### src/rtl/pwm_multichannel_if.sv
// -----------------------------------------------------------------------------
// pwm_multichannel_if
// Register-write port of the multi-channel PWM generator.
//   period_wr : one-cycle strobe, capture 'period' into the pending period
//   period    : period value P (PWM period is P+1 cycles)
//   duty_wr   : one-cycle strobe, capture 'duty' into pending duty of ch_sel
//   ch_sel    : target channel for duty_wr (out-of-range values are ignored)
//   duty      : duty value D (high cycles per period)
// Modports: master (control/register logic side), slave (PWM generator side).
// -----------------------------------------------------------------------------
interface pwm_multichannel_if #(
    parameter int WORD_LENGTH = 8,
    parameter int CHANNELS    = 4
);
    localparam int SEL_W = (CHANNELS > 1) ? $clog2(CHANNELS) : 1;

    logic                   period_wr;
    logic [WORD_LENGTH-1:0] period;
    logic                   duty_wr;
    logic [SEL_W-1:0]       ch_sel;
    logic [WORD_LENGTH-1:0] duty;

    modport master (
        output period_wr,
        output period,
        output duty_wr,
        output ch_sel,
        output duty
    );

    modport slave (
        input period_wr,
        input period,
        input duty_wr,
        input ch_sel,
        input duty
    );
endinterface

### src/rtl/pwm_multichannel.sv
// -----------------------------------------------------------------------------
// pwm_multichannel
// Multi-channel PWM generator driven by one shared free-running period counter.
// Period and duty values are written into pending registers and copied into
// active (shadow) registers only at period boundaries, so a running period is
// never altered by a write.
// Ports:
//   clk        : system clock, rising edge
//   reset      : asynchronous active-low reset
//   enable     : run PWM; low holds the counter at 0 and forces outputs low
//   regs       : register-write port (pwm_multichannel_if.slave)
//   pwm_out    : registered PWM outputs, bit i = channel i
//   period_end : registered one-cycle pulse on the final count of each period
// -----------------------------------------------------------------------------
module pwm_multichannel #(
    parameter int WORD_LENGTH = 8,
    parameter int CHANNELS    = 4
) (
    input  logic                  clk,
    input  logic                  reset,
    input  logic                  enable,
    pwm_multichannel_if.slave     regs,
    output logic [CHANNELS-1:0]   pwm_out,
    output logic                  period_end
);

    localparam int SEL_W = (CHANNELS > 1) ? $clog2(CHANNELS) : 1;
    localparam logic [WORD_LENGTH-1:0] WORD_ZERO = {WORD_LENGTH{1'b0}};
    localparam logic [WORD_LENGTH-1:0] WORD_ONE  = WORD_LENGTH'(1);

    // Counter and period registers
    logic [WORD_LENGTH-1:0] cnt_r;
    logic [WORD_LENGTH-1:0] cnt_nxt_s;
    logic [WORD_LENGTH-1:0] per_pend_r;
    logic [WORD_LENGTH-1:0] per_pend_nxt_s;
    logic [WORD_LENGTH-1:0] per_act_r;
    logic [WORD_LENGTH-1:0] per_act_nxt_s;

    // Per-channel duty registers
    logic [WORD_LENGTH-1:0] duty_pend_r     [CHANNELS];
    logic [WORD_LENGTH-1:0] duty_pend_nxt_s [CHANNELS];
    logic [WORD_LENGTH-1:0] duty_act_r      [CHANNELS];
    logic [WORD_LENGTH-1:0] duty_act_nxt_s  [CHANNELS];

    // Control and output next-state signals
    logic                   boundary_s;
    logic                   load_s;
    logic [CHANNELS-1:0]    pwm_nxt_s;
    logic                   period_end_nxt_s;
    logic [CHANNELS-1:0]    pwm_out_r;
    logic                   period_end_r;

    assign pwm_out    = pwm_out_r;
    assign period_end = period_end_r;

    // Pending registers including same-cycle writes (bypass value used on load)
    always_comb begin
        per_pend_nxt_s = per_pend_r;
        if (regs.period_wr) begin
            per_pend_nxt_s = regs.period;
        end else begin
            per_pend_nxt_s = per_pend_r;
        end
        for (int i = 0; i < CHANNELS; i++) begin
            duty_pend_nxt_s[i] = duty_pend_r[i];
            // ch_sel values at or above CHANNELS never match, so they are dropped
            if (regs.duty_wr && (regs.ch_sel == SEL_W'(i))) begin
                duty_pend_nxt_s[i] = regs.duty;
            end else begin
                duty_pend_nxt_s[i] = duty_pend_r[i];
            end
        end
    end

    // Period counter and pending-to-active transfer
    always_comb begin
        boundary_s    = enable && (cnt_r == per_act_r);
        // While disabled the active set tracks pending so a restart uses fresh values
        load_s        = boundary_s || !enable;
        cnt_nxt_s     = cnt_r;
        per_act_nxt_s = per_act_r;
        if (!enable) begin
            cnt_nxt_s = WORD_ZERO;
        end else if (boundary_s) begin
            cnt_nxt_s = WORD_ZERO;
        end else begin
            cnt_nxt_s = cnt_r + WORD_ONE;
        end
        if (load_s) begin
            per_act_nxt_s = per_pend_nxt_s;
        end else begin
            per_act_nxt_s = per_act_r;
        end
        for (int i = 0; i < CHANNELS; i++) begin
            duty_act_nxt_s[i] = duty_act_r[i];
            if (load_s) begin
                duty_act_nxt_s[i] = duty_pend_nxt_s[i];
            end else begin
                duty_act_nxt_s[i] = duty_act_r[i];
            end
        end
    end

    // Output compare against the current count; result is registered one cycle later
    always_comb begin
        pwm_nxt_s        = {CHANNELS{1'b0}};
        period_end_nxt_s = 1'b0;
        if (enable) begin
            for (int i = 0; i < CHANNELS; i++) begin
                pwm_nxt_s[i] = (cnt_r < duty_act_r[i]);
            end
            period_end_nxt_s = boundary_s;
        end else begin
            pwm_nxt_s        = {CHANNELS{1'b0}};
            period_end_nxt_s = 1'b0;
        end
    end

    // State and output registers with asynchronous clear
    always_ff @(posedge clk or negedge reset) begin
        if (!reset) begin
            cnt_r        <= WORD_ZERO;
            per_pend_r   <= WORD_ZERO;
            per_act_r    <= WORD_ZERO;
            pwm_out_r    <= {CHANNELS{1'b0}};
            period_end_r <= 1'b0;
            for (int i = 0; i < CHANNELS; i++) begin
                duty_pend_r[i] <= WORD_ZERO;
                duty_act_r[i]  <= WORD_ZERO;
            end
        end else begin
            cnt_r        <= cnt_nxt_s;
            per_pend_r   <= per_pend_nxt_s;
            per_act_r    <= per_act_nxt_s;
            pwm_out_r    <= pwm_nxt_s;
            period_end_r <= period_end_nxt_s;
            for (int i = 0; i < CHANNELS; i++) begin
                duty_pend_r[i] <= duty_pend_nxt_s[i];
                duty_act_r[i]  <= duty_act_nxt_s[i];
            end
        end
    end

endmodule

### src/flat_wrapper.sv
// flat-port wrapper written by rule: the top's interface ports become plain ports
module pwm_multichannel_flat 
#(
    parameter int WORD_LENGTH = 8,
    parameter int CHANNELS    = 4
)
  (clk, reset, enable, pwm_out, period_end, regs_period_wr, regs_period, regs_duty_wr, regs_ch_sel, regs_duty);
  pwm_multichannel_if #(.WORD_LENGTH(WORD_LENGTH), .CHANNELS(CHANNELS)) regs_i ();
  input  logic clk;
  input  logic reset;
  input  logic enable;
  output logic [CHANNELS-1:0] pwm_out;
  output logic period_end;
  input wire logic [$bits(regs_i.period_wr)-1:0] regs_period_wr;
  input wire logic [$bits(regs_i.period)-1:0] regs_period;
  input wire logic [$bits(regs_i.duty_wr)-1:0] regs_duty_wr;
  input wire logic [$bits(regs_i.ch_sel)-1:0] regs_ch_sel;
  input wire logic [$bits(regs_i.duty)-1:0] regs_duty;
  assign regs_i.period_wr = regs_period_wr;
  assign regs_i.period = regs_period;
  assign regs_i.duty_wr = regs_duty_wr;
  assign regs_i.ch_sel = regs_ch_sel;
  assign regs_i.duty = regs_duty;
  pwm_multichannel #(.WORD_LENGTH(WORD_LENGTH), .CHANNELS(CHANNELS)) u_core (.clk(clk), .reset(reset), .enable(enable), .regs(regs_i), .pwm_out(pwm_out), .period_end(period_end));
endmodule
### config.mk
export PLATFORM = sky130hd
export DESIGN_NAME = pwm_multichannel_flat
export DESIGN_NICKNAME = d
export VERILOG_FILES = /design/src/rtl/pwm_multichannel_if.sv /design/src/rtl/pwm_multichannel.sv /design/src/flat_wrapper.sv
export SDC_FILE = /design/constraint.sdc
export NUM_CORES = 1
export LEC_CHECK = 0
export ABC_AREA = 1
export ABC_CLOCK_PERIOD_IN_PS = 1700
export CAP_MARGIN = 20
export CORE_MARGIN = 3
export CORE_UTILIZATION = 59
export DETAILED_ROUTE_END_ITERATION = 8
export PLACE_DENSITY_LB_ADDON = 0.08
export SLEW_MARGIN = 10
export SYNTH_ARGS = -nofsm -noshare
export SYNTH_HDL_FRONTEND = slang
export SYNTH_SLANG_ARGS = --single-unit
### constraint.sdc
create_clock -name clk -period 1.7 [get_ports clk]
set_input_delay 0.34 -clock clk [delete_from_list [all_inputs] [get_ports clk]]
set_output_delay 0.34 -clock clk [all_outputs]
set_load 0.005 [all_outputs]
**Yosys cells after proc, flatten, opt, wreduce, memory -nomap -nowiden**

Index checks and enable logic that the tools add are counted.

- Multiplexer cells: 9
- Reduce and logical (&&, ||, !) cells: 8
- Add/subtract/negate cells: 1
- Magnitude comparators: 4
- Eq/ne operators: 4

Operator list:

| operator | number |
|---|---|
| 8-bit 2-to-1 mux | 7 |
| 8-bit < comparator | 4 |
| 8-bit by 1-bit adder with 8-bit output, second input constant | 1 |
| 8-bit == test | 1 |
| 1-bit logical AND | 5 |
| 2-bit == test, second input constant | 2 |
| 4-bit 2-to-1 mux | 1 |
| 2-bit by 1-bit == test with 1-bit output, second input constant | 1 |
| 2-bit logical NOT | 1 |
| 1-bit logical NOT | 1 |
| 1-bit logical OR | 1 |
| 1-bit 2-to-1 mux | 1 |

- Input bits: 23
- Register bits after elaboration: 93

**Depth between registers and ports, before layout**

- Depth in word-level cells: 4
- Mapped depth: 10
- Depth with buffers taken out: 9

**Worst setup path after synthesis**

OpenSTA, ideal clock, no wires.

- Path type: register to register
- From: reg u_core.cnt_r[3]
- To: reg u_core.cnt_r[7]
- Cell stages (with the launch flop): 8
- Path buffers: 1
- Clock period less this slack: 1310 ps
- Data arrival time: 1195 ps
- Slack: 390 ps
- Cell sequence: dfrtp_1 > xnor2_1 > nand2_1 > nor2_2 > nand2_4 > buf_4 > nand3b_1 > inv_1

- Longest elaborated chain between the ends: 4
- Elaborated cells between the ends (all ways): 5
- Those cells by class: 1 x add/sub; 1 x eq/ne; 2 x mux; 1 x reduce/logical

Ends and longest elaborated chain:

| element | line | text |
|---|---|---|
| start, declared | pwm_multichannel.sv:32 | `logic [WORD_LENGTH-1:0] cnt_r;` |
| start signal, assigned | pwm_multichannel.sv:132 | `cnt_r <= cnt_nxt_s;` |
| branches (longest 2 deep; another with 8-bit by 1-bit adder with 8-bit output) | -- |  |
| 8-bit 2-to-1 mux * | pwm_multichannel.sv:84 | `end else if (boundary_s) begin` |
| 8-bit 2-to-1 mux * | pwm_multichannel.sv:82 | `if (!enable) begin` |
| via u_core.cnt_nxt_s[7] | pwm_multichannel.sv:33 | `logic [WORD_LENGTH-1:0] cnt_nxt_s;` |

Mark *: on every way through the listed nets, which the timed path passes.
A chain may end at the register's enable or synchronous reset.

**Worst setup path in the final report**

- From: reg u_core.cnt_r[2]
- To: reg u_core.duty_act_r[28] (netlist bit)

- Longest elaborated chain between the ends: 3

Ends and longest elaborated chain:

| element | line | text |
|---|---|---|
| 8-bit == test | pwm_multichannel.sv:77 | `boundary_s = enable && (cnt_r == per_act_r);` |
| 1-bit logical AND | pwm_multichannel.sv:77 |  |
| 1-bit logical OR | pwm_multichannel.sv:79 | `load_s = boundary_s \|\| !enable;` |
| end signal, assigned by index | pwm_multichannel.sv:139 | `duty_act_r[i] <= duty_act_nxt_s[i];` |
| end, declared | pwm_multichannel.sv:42 | `logic [WORD_LENGTH-1:0] duty_act_r [CHANNELS];` |

Every way passes these cells.

==> run metrics <==
Int Pwr=between 3 and 4 mW; root buffer cell=clkbuf_8; final wirelength=9630 µm; critical setup path kind=reg -> reg; ys async rst share=1.000; Worst setup SP type=register; vias in the first global route=3,369; hold_buf cts=1; area of the die=~8600 µm²; Seq cells post-synth=93; Vias/cell=5.374; top cells by count, synth=nand2_1 (151), dfrtp_1 (93), nand3_1 (56); first-pass detailed-route iteration total=4; ys flop type=dfrtp_1; reg2reg end=u_core.duty_act_r[28]; die height=between 90 and 100 µm; Worst VDD drop=770.8 µV; worst reg2reg path depth=7; combinational power share=0.182; # diodes=0; grt total ovfl=0; initial drt markers=223; layout cells sized above 1=0.08630; Sequential cell area=around 2300 µm²; # DRC=0; Max clock buf depth=2; Finished Core Util=0.7280; min cycle time layout=around 1.6 ns; final net count=580; Net Sw Frac=0.2822; Slew @ Worst Pin=approximately 0.44 ns; clk_skew=0.009719 ns; Setup Viol. Count Final=0; FP Rows=30; Final TNS setup=0 ns; hold crit path type=in -> async; syn_nets=543; clock network power share=0.316; Lkg Pwr=2.671 nW; top-count cell post-synth=nand2_1; sequential area share after synthesis=0.5269; Distinct cells, synth=24; Layout area overhead=15.69%; Fmax achieved=0.6348 GHz; MaxCap Viol Count=0; worst relative slew slack=0.7016; post-DP HPWL=6682 µm; placeable core area=7019 µm²; critical path required time=roughly 2.0 ns; CTS H-tree depth=3; CTS tree=built; Crit path arrival time=1.87 ns; GP Congestion=0.8025; multi-input combinational cell area=1763 µm²; largest net degree at the start of global routing=47; outcome=complete, no violations; first-pass GRT wire length=~16,000 µm; RSZ-0062 raised after global routing=false; EDFF count, synth=0; Reg power frac=0.502; Filler cells=547; final non-filler cell total=629; Routed Antenna Nets=0; Skew-Pair Late Insertion Delay=0.36 ns; clock sinks=between 90 and 100; Max Slew Vio Count=0; Final Hold Viols=0; # resized after CTS=0; P per Cell Area=1048 nW/µm²; share of the synthesized area in the top cell type=0.5269; CTS clk-pin slew, worst paths=roughly 0.09 ns; initial antenna violation count=0; syn avg cell area=8.995 µm²; R2R setup slack=0.12 ns; # IOs=28; RR Startpoint=u_core.cnt_r[2]; via count=3,380; fin crit share=0.9267; Initial Utilization=0.6292; Total GRT Usage=0.2461; Cell Area, Synth=4417 µm²; DP Cell Count=~600; IO Port Bufs=27; cell count after synthesis=491; crit-path max FO=46; top cells by area, synth=dfrtp_1 (53%), nand2_1 (13%), ha_1 (8.2%); die span in x=92.52 µm; postcts setup bufs=0; Net Switching=roughly 1.5 mW; Num CTS Buffers=9; Critical Path End Type=register; area leader, netlist=dfrtp_1; Avg WL per Cell=15.31 µm; YS warnings=0
==> layer usage <==
| layer | track usage | up-vias | routed length [µm] |
|---|---|---|---|
| li1 | - | 1644 | - |
| met4 | 0.09035 | 0 | 151 |
| met5 | 0 | - | 0 |
| met1 | 0.3501 | 1637 | 4475 |
| met2 | 0.3909 | 81 | 4612 |
| met3 | 0.02843 | 18 | 391 |
==> logic make-up (layout without fill, tap and decap cells) <==
kind of cell,after synthesis,in the layout,share of synthesized area
buffers and inverters,73,115,0.07393
flip-flops,93,93,0.5269
AND/OR/NAND/NOR,226,226,0.2159
XOR/XNOR,9,9,0.01785
AO/OA/AOI/OAI,53,53,0.06289
multiplexers,8,8,0.02040
adder cells (fa/ha/maj),29,29,0.08215
==> per-stage QoR <==
| stage | hold WS [ns] | setup WS [ns] | cell area (µm²) | power, mW |
|---|---|---|---|---|
| finish | 0.4120 | 0.1246 | 5110 | 5.357 |
| global route | 0.4298 | 0.007620 | 5110 | 5.673 |
| CTS | 0.4138 | 0.1120 | 5110 | 5.394 |
| detailed placement | 0.2693 | -0.01680 | 4867 | 3.701 |
| global placement | 0.2633 | 0.03510 | 4867 | 3.646 |
| floorplan | 0.04441 | 0.3904 | 4417 | 3.330 |
==> layout make-up <==
type | instances | share of cell area
Clock inverter | 5 | 0.01592
Multi-Input combinational cell | 325 | 0.3450
Tap cell | 96 | 0.02351
Timing Repair Buffer | 44 | 0.09011
Sequential cell | 93 | 0.4554
Clock buffer | 11 | 0.02963
Inverter | 55 | 0.04040
==> cells in the final DEF, fill, tap and decap left out, types with 2 or more instances in the layout <==
cell type        netlist  layout
bufinv_16              0       2
ha_1                  29      29
a21oi_1               12      12
o21ai_0               36      36
clkdlybuf4s50_1        0      26
mux2_2                 8       8
buf_12                 0       5
a211oi_1               4       4
xnor2_1                6       6
nor2_2                 2       2
inv_1                 54      54
nor2_1                13      13
buf_4                  4      12
nand3_1               56      56
clkbuf_8               0      11
nand2_1              151     151
dfrtp_1               93      93
xor2_1                 3       3
==> critical path, stage by stage (launching register included) <==
cell	delay, ns
dfrtp_1	0.57
xnor2_1	0.16
nand2_1	0.09
nor2_2	0.14
nand2_4	0.09
nand2_8	0.25
nand2_1	0.12
nand2_1	0.08
==> registers in the layout, summed over array words and instances (netlist names) <==
signal and cells:
u_core.duty_act_r 32, u_core.pwm_out 4, u_core.per_act_r 8, u_core.period_end 1, u_core.cnt_r 8, u_core.duty_pend_r 32, u_core.per_pend_r 8
==> worst max-delay path by stage <==
stage                         start                    end  slack, ns  cells past startpoint
floorplan           u_core.cnt_r[3]        u_core.cnt_r[7]       0.39                      7
global placement       regs_duty_wr  u_core.duty_act_r[26]       0.04                      6
detailed placement     regs_duty_wr  u_core.duty_act_r[15]      -0.02                      6
CTS                 u_core.cnt_r[2]  u_core.duty_act_r[28]       0.11                      7
global route        u_core.cnt_r[3]  u_core.duty_act_r[28]      0.008                      7
finish              u_core.cnt_r[2]  u_core.duty_act_r[28]       0.12                      7
==> power by group through the flow <==
stage | Combinational (mW) | Sequential, mW | Clock [mW]
2_1_floorplan | 0.648 | 2.68 | 0
3_3_place_gp | 0.926 | 2.72 | 0
3_5_place_dp | 0.970 | 2.73 | 0
4_1_cts | 0.982 | 2.69 | 1.72
5_1_grt | 1.13 | 2.72 | 1.82
6_report | 0.975 | 2.69 | 1.69
(Power assumes the default switching activity.)
